==> src/rtl/cv32e40x_pkg.sv <==
// Shared types for the register-file write scoreboard.
// Purely declarative: no logic, no latency, no flow control.
package cv32e40x_pkg;

   typedef logic [4:0] rf_addr_t;

   typedef struct packed {
      rf_addr_t waddr;
      logic     is_load;
   } sb_entry_t;

endpackage

==> src/rtl/cv32e40x_sb_fifo.sv <==
// In-order queue of tracked register writes with count-based full/empty and flush.
// Push/pop visible next cycle; push ignored when full, pop ignored when empty.
module cv32e40x_sb_fifo
   import cv32e40x_pkg::*;
#(
   parameter  int DEPTH = 4,
   localparam int PW    = $clog2(DEPTH),
   localparam int CW    = $clog2(DEPTH + 1)
) (
   input  logic          clk,
   input  logic          rst,
   input  logic          push_i,
   input  sb_entry_t     push_dat_i,
   input  logic          pop_i,
   input  logic          flush_i,
   output logic          full_o,
   output logic          empty_o,
   output sb_entry_t     head_o,
   output logic [CW-1:0] count_o
);

   sb_entry_t     r_mem [DEPTH];
   logic [PW-1:0] r_rptr;
   logic [PW-1:0] r_wptr;
   logic [CW-1:0] r_count;
   logic          w_push;
   logic          w_pop;

   assign w_push = push_i & ~full_o;
   assign w_pop  = pop_i & ~empty_o;

   // Pointers wrap naturally at DEPTH (power of two); occupancy comes from r_count only.
   always_ff @(posedge clk or posedge rst) begin
      if (rst) begin
         r_rptr  <= '0;
         r_wptr  <= '0;
         r_count <= '0;
         for (int i = 0; i < DEPTH; i++) begin
            r_mem[i] <= '0;
         end
      end else if (flush_i) begin
         r_rptr  <= '0;
         r_wptr  <= '0;
         r_count <= '0;
      end else begin
         if (w_push) begin
            r_mem[r_wptr] <= push_dat_i;
            r_wptr        <= r_wptr + PW'(1);
         end
         if (w_pop) begin
            r_rptr <= r_rptr + PW'(1);
         end
         if (w_push && !w_pop) begin
            r_count <= r_count + CW'(1);
         end else if (!w_push && w_pop) begin
            r_count <= r_count - CW'(1);
         end
      end
   end

   assign empty_o = (r_count == '0);
   assign full_o  = (r_count == CW'(DEPTH));
   assign head_o  = empty_o ? '0 : r_mem[r_rptr];
   assign count_o = r_count;

endmodule

==> src/rtl/cv32e40x_rf_scoreboard.sv <==
// Tracks in-flight RF writes from ID and retires them in order from WB; answers ID read hazards.
// Queries are zero-latency on registered state; issue_ready_o drops when DEPTH writes are pending.
module cv32e40x_rf_scoreboard
   import cv32e40x_pkg::*;
#(
   parameter  int DEPTH    = 4,
   parameter  int NUM_REGS = 32,
   localparam int CW       = $clog2(DEPTH + 1)
) (
   input  logic            clk,
   input  logic            rst,
   input  logic            issue_valid_i,
   input  logic            issue_we_i,
   input  logic [4:0]      issue_waddr_i,
   input  logic            issue_is_load_i,
   output logic            issue_ready_o,
   input  logic            wb_valid_i,
   input  logic            flush_i,
   input  logic [1:0]      rf_re_i,
   input  logic [1:0][4:0] rf_raddr_i,
   output logic [1:0]      rd_pending_o,
   output logic [1:0]      rd_load_pending_o,
   output logic            load_stall_o,
   output logic            head_valid_o,
   output logic [4:0]      head_waddr_o,
   output logic            head_is_load_o,
   output logic [CW-1:0]   count_o,
   output logic            underflow_o
);

   logic          w_full;
   logic          w_empty;
   logic          w_push;
   logic          w_pop;
   sb_entry_t     w_push_dat;
   sb_entry_t     w_head;
   logic          w_inc    [NUM_REGS];
   logic          w_dec    [NUM_REGS];
   logic          w_ld_inc [NUM_REGS];
   logic          w_ld_dec [NUM_REGS];
   logic [CW-1:0] r_pend_cnt [NUM_REGS];
   logic [CW-1:0] r_ld_cnt   [NUM_REGS];
   logic          r_underflow;

   assign w_push = issue_valid_i & issue_we_i & (issue_waddr_i != '0) & ~w_full & ~flush_i;
   assign w_pop  = wb_valid_i & ~w_empty & ~flush_i;

   assign w_push_dat.waddr   = issue_waddr_i;
   assign w_push_dat.is_load = issue_is_load_i;

   cv32e40x_sb_fifo #(
      .DEPTH (DEPTH)
   ) u_fifo (
      .clk        (clk),
      .rst        (rst),
      .push_i     (w_push),
      .push_dat_i (w_push_dat),
      .pop_i      (w_pop),
      .flush_i    (flush_i),
      .full_o     (w_full),
      .empty_o    (w_empty),
      .head_o     (w_head),
      .count_o    (count_o)
   );

   always_comb begin
      for (int r = 0; r < NUM_REGS; r++) begin
         w_inc[r]    = w_push && (w_push_dat.waddr == rf_addr_t'(r));
         w_dec[r]    = w_pop && (w_head.waddr == rf_addr_t'(r));
         w_ld_inc[r] = w_inc[r] && w_push_dat.is_load;
         w_ld_dec[r] = w_dec[r] && w_head.is_load;
      end
   end

   // A same-register push and pop in one cycle cancel, leaving the counter untouched.
   always_ff @(posedge clk or posedge rst) begin
      if (rst) begin
         for (int r = 0; r < NUM_REGS; r++) begin
            r_pend_cnt[r] <= '0;
            r_ld_cnt[r]   <= '0;
         end
      end else if (flush_i) begin
         for (int r = 0; r < NUM_REGS; r++) begin
            r_pend_cnt[r] <= '0;
            r_ld_cnt[r]   <= '0;
         end
      end else begin
         for (int r = 0; r < NUM_REGS; r++) begin
            case ({w_inc[r], w_dec[r]})
               2'b10:   r_pend_cnt[r] <= r_pend_cnt[r] + CW'(1);
               2'b01:   r_pend_cnt[r] <= r_pend_cnt[r] - CW'(1);
               default: ;
            endcase
            case ({w_ld_inc[r], w_ld_dec[r]})
               2'b10:   r_ld_cnt[r] <= r_ld_cnt[r] + CW'(1);
               2'b01:   r_ld_cnt[r] <= r_ld_cnt[r] - CW'(1);
               default: ;
            endcase
         end
      end
   end

   // Sticky until reset; flush deliberately leaves it alone so the error is not lost.
   always_ff @(posedge clk or posedge rst) begin
      if (rst) begin
         r_underflow <= 1'b0;
      end else if (wb_valid_i && w_empty) begin
         r_underflow <= 1'b1;
      end
   end

   always_comb begin
      rd_pending_o      = '0;
      rd_load_pending_o = '0;
      for (int i = 0; i < 2; i++) begin
         rd_pending_o[i]      = rf_re_i[i] && (rf_raddr_i[i] != '0) &&
                                (r_pend_cnt[rf_raddr_i[i]] != '0);
         rd_load_pending_o[i] = rf_re_i[i] && (rf_raddr_i[i] != '0) &&
                                (r_ld_cnt[rf_raddr_i[i]] != '0);
      end
   end

   assign load_stall_o   = |rd_load_pending_o;
   assign issue_ready_o  = ~w_full;
   assign head_valid_o   = ~w_empty;
   assign head_waddr_o   = w_head.waddr;
   assign head_is_load_o = w_head.is_load;
   assign underflow_o    = r_underflow;

endmodule

==> config.mk <==
export PLATFORM = sky130hd
export DESIGN_NAME = cv32e40x_rf_scoreboard
export DESIGN_NICKNAME = d
export VERILOG_FILES = /design/src/rtl/cv32e40x_pkg.sv /design/src/rtl/cv32e40x_sb_fifo.sv /design/src/rtl/cv32e40x_rf_scoreboard.sv
export SDC_FILE = /design/constraint.sdc
export NUM_CORES = 1
export LEC_CHECK = 0
export BUFFER_PORTS_ARGS = -buffer_cell sky130_fd_sc_hd__clkbuf_2
export CORE_MARGIN = 3
export CORE_UTILIZATION = 25
export DETAILED_ROUTE_END_ITERATION = 12
export GPL_ROUTABILITY_DRIVEN = 1
export SLEW_MARGIN = 25
export SYNTH_ARGS = -nofsm -noshare
export SYNTH_HDL_FRONTEND = slang
export SYNTH_SLANG_ARGS = --single-unit
==> constraint.sdc <==
create_clock -name clk -period 10.23 [get_ports clk]
set_input_delay 2.046 -clock clk [delete_from_list [all_inputs] [get_ports clk]]
set_output_delay 2.046 -clock clk [all_outputs]
set_load 0.02 [all_outputs]
==> results.toml <==
[timing]
slew_headroom_pct = 30.6
finalSetupTns_ns = 0
fin_worst_skew_ns = 0.0114
slew_violations = 0
min_period_over_period_pct = 63.9
hold_viol = 0
fmax_ghz = 0.153
period_needed_ns = 6.54
worstMarginPinSlew_ns = 1.04
rsz0062_at_grt = "false"
setup_viol = 0

[logic_synthesis]
avgSynthCellArea_um2 = 9.95
synth_edf_count = 0
ys_warn_count = 0
syn-cell-area_um2 = 15500
synth-seq-cells = 224
synth_fp_nets = 1652
synth_cell_type_count = 83
synth-main-ff-cell = "dfrtp_1"
yosysSeqAreaShare_pct = 36.1
synth_cells = 1559
async_flop_share_pct = 100

[critical_path]
r2r-start = "u_fifo.r_rptr[0]"
rr_endpoint = "r_ld_cnt[35]"
worstSetupStartpointType = "input pin"
timing.critical_path.cells = "clkbuf_2 -> inv_2 -> mux4_2 -> mux4_2 -> or4b_2 -> o21ai_0 -> clkbuf_2"
cp.required_ns = 8.18
rrSetupSlack_ns = 5.84
cp_num_buf_inv = 3
cpPeakStageDelay_ns = 0.60
worstPathArrival_ns = 4.50
reg2regPathDepth = 10
crit_path_end_kind = "output port"
cpMaxStageDelayCell = "or4b_2"
crit_family = "multiplexers"
path_class = "in -> out"
critPathMaxFanout = 10

[detailed_routing]
vias = 12530
ant_nets = 0
firstDrtPassIters = 5
drtIter0Drc = 1135
drc_errors = 0
wl_per_cell_um = 19.3
totalWireLength_um = 46500
viasPerCell = 5.19

[final_layout]
seqCellArea_um2 = 5610
nFillCells = 6298
drive_gt1_share_pct = 14.2
multi_input_area_um2 = 9530
fin_cells = 2413
layout.nets = 1656
area_growth_pct = 13.2

[clock_network]
root_buffer = "clkbuf_16"
htreeDepth = 1
postCtsSetupBuffers = 0
post_cts_resized = 0
cts_hold_buf = 0
max-clock-path-buffers = 3
cts.clk_slew.worst_paths_ns = 0.06
numClockSinks = 224
cts_tree = "yes"
cts_buffers = 26
worstSkewPairLatency_ns = 0.56

[power_and_ir_drop]
ir_drop_v = 0.000180
p_leak_nw = 7.36
power_density_nw_per_um2 = 177

[grt]
antenna_found_initial = 3
grt_usage_pct = 14.5
grt-ovfl-total = 0
grt_max_degree = 101
grt_first_pass_wirelength_um = 74100
grt_pass1_vias = 12771

[hold_path]
min_path_cells = 1
whs_endpoint = "r_pend_cnt[71]"
hold_class = "reg -> reg"
hold_start = "r_pend_cnt[71]"

[placement]
port-buffer-count = 40
dpl.cell_count = 2363
hpwl_um = 33600
place_congestion = 0.913

[floorplanning]
start_util_pct = 25.5
die_h_um = 255
dieArea_um2 = 65100
rows = 90
io_pins = 41
die_w_um = 255
core_um2 = 60900

[job]
cap_violations = 0

[status]
run_status = "complete, no violations"
==> synthesized netlist by cell type, types with 38 or more instances <==
cell	instances	area, µm²
xnor2_1	78	683
a21oi_1	47	235
nand2_1	74	278
and2_1	38	238
nand3_1	60	300
dfrtp_1	224	5610
mux2i_1	93	931
nor2_1	207	777
xor2_1	38	333
nor3_1	124	621
fa_1	65	1300
clkbuf_1	58	218
==> how the worst max path moves through the flow <==
stage / from / end / slack [ns] / cells after the start
4_1_cts: rf_raddr_i[6] / rd_pending_o[1] / 3.64 / 7
2_1_floorplan: rst / r_ld_cnt[0] / 2.05 / 1
6_report: rf_raddr_i[6] / rd_pending_o[1] / 3.69 / 7
3_5_place_dp: rf_raddr_i[6] / rd_pending_o[1] / 3.65 / 7
3_3_place_gp: rf_raddr_i[6] / rd_pending_o[1] / 3.68 / 7
5_1_grt: rf_raddr_i[6] / rd_pending_o[1] / 3.61 / 7
==> per-layer routing <==
layer	vias to the layer above	global-route usage (%)	routed length, µm
met4	4	4.82	1630
met1	6374	20.3	20600
met5	-	0	32
met2	441	22.4	20800
met3	110	2.95	3440
li1	5601	-	-
==> final cells by class <==
cell class,instances,area share (%)
antenna,3,0.0428
inverter,22,0.513
tap,828,5.90
clock inverter,13,1.14
clock buffer,34,4.28
multi-input combinational,1232,54.3
sequential,224,31.9
timing repair buffer,57,1.92
==> cell families after synthesis <==
group                      synth area share [%]
and+or+nand+nor                            24.4
DFF                                        36.1
muxes                                      14.7
AOI/OAI and AO/OA                          6.75
xor gates and xnor gates                   6.65
buffers and inverters                      2.65
adders and majority gates                  8.71
==> where the power goes <==
| part | switching, mW | internal, mW | total, mW |
|---|---|---|---|
| registers | 0.0755 | 0.954 | 1.03 |
| clock network | 0.405 | 0.643 | 1.05 |
| logic | 0.740 | 0.287 | 1.03 |
| total | 1.22 | 1.88 | 3.10 |
==> placed cells by master, fill, tap and decap left out, drive strengths merged, types with 5 or more instances in the layout <==
cell type / synthesis / layout
buf: 21 / 18
or4: 5 / 5
nand2b: 11 / 11
a21oi: 48 / 48
dfrtp: 224 / 224
a21o: 11 / 11
nor2b: 33 / 33
nand2: 74 / 74
inv: 18 / 18
o21ai: 27 / 27
a211oi: 6 / 6
fa: 65 / 65
xor2: 38 / 38
mux2: 36 / 36
clkinv: 4 / 11
mux4: 41 / 41
and2: 39 / 39
o21a: 7 / 7
or2: 10 / 10
nor3: 129 / 129
or3: 18 / 18
and3: 23 / 23
clkbuf: 60 / 73
nand3b: 5 / 5
nand3: 60 / 60
a31oi: 5 / 5
bufinv: 0 / 5
nand4: 30 / 30
xnor2: 79 / 79
or3b: 8 / 8
a31o: 5 / 5
o311ai: 6 / 6
o31ai: 6 / 6
mux2i: 93 / 93
nor4: 42 / 42
nor2: 208 / 208
nor3b: 10 / 10
==> metrics by stage <==
step	instance area (µm²)	hold slack (ns)	power, mW	utilization, %	setup WS (ns)
after floorplan	15500	0.442	1.68	-	2.05
after global placement	16600	0.444	2.02	27.2	3.68
after detailed placement	16600	0.449	2.05	27.2	3.65
after CTS	17500	0.468	3.10	28.8	3.64
after global routing	17600	0.501	3.23	28.8	3.61
final	17600	0.472	3.10	28.8	3.69
==> sequential cells by signal (all words and copies together), names as in the netlist <==
signal	flops
u_fifo.r_wptr	2
underflow_o	1
u_fifo.r_mem	24
u_fifo.r_rptr	2
r_ld_cnt	96
u_fifo.count_o	3
r_pend_cnt	96
Power figures use the tool's default switching activity.
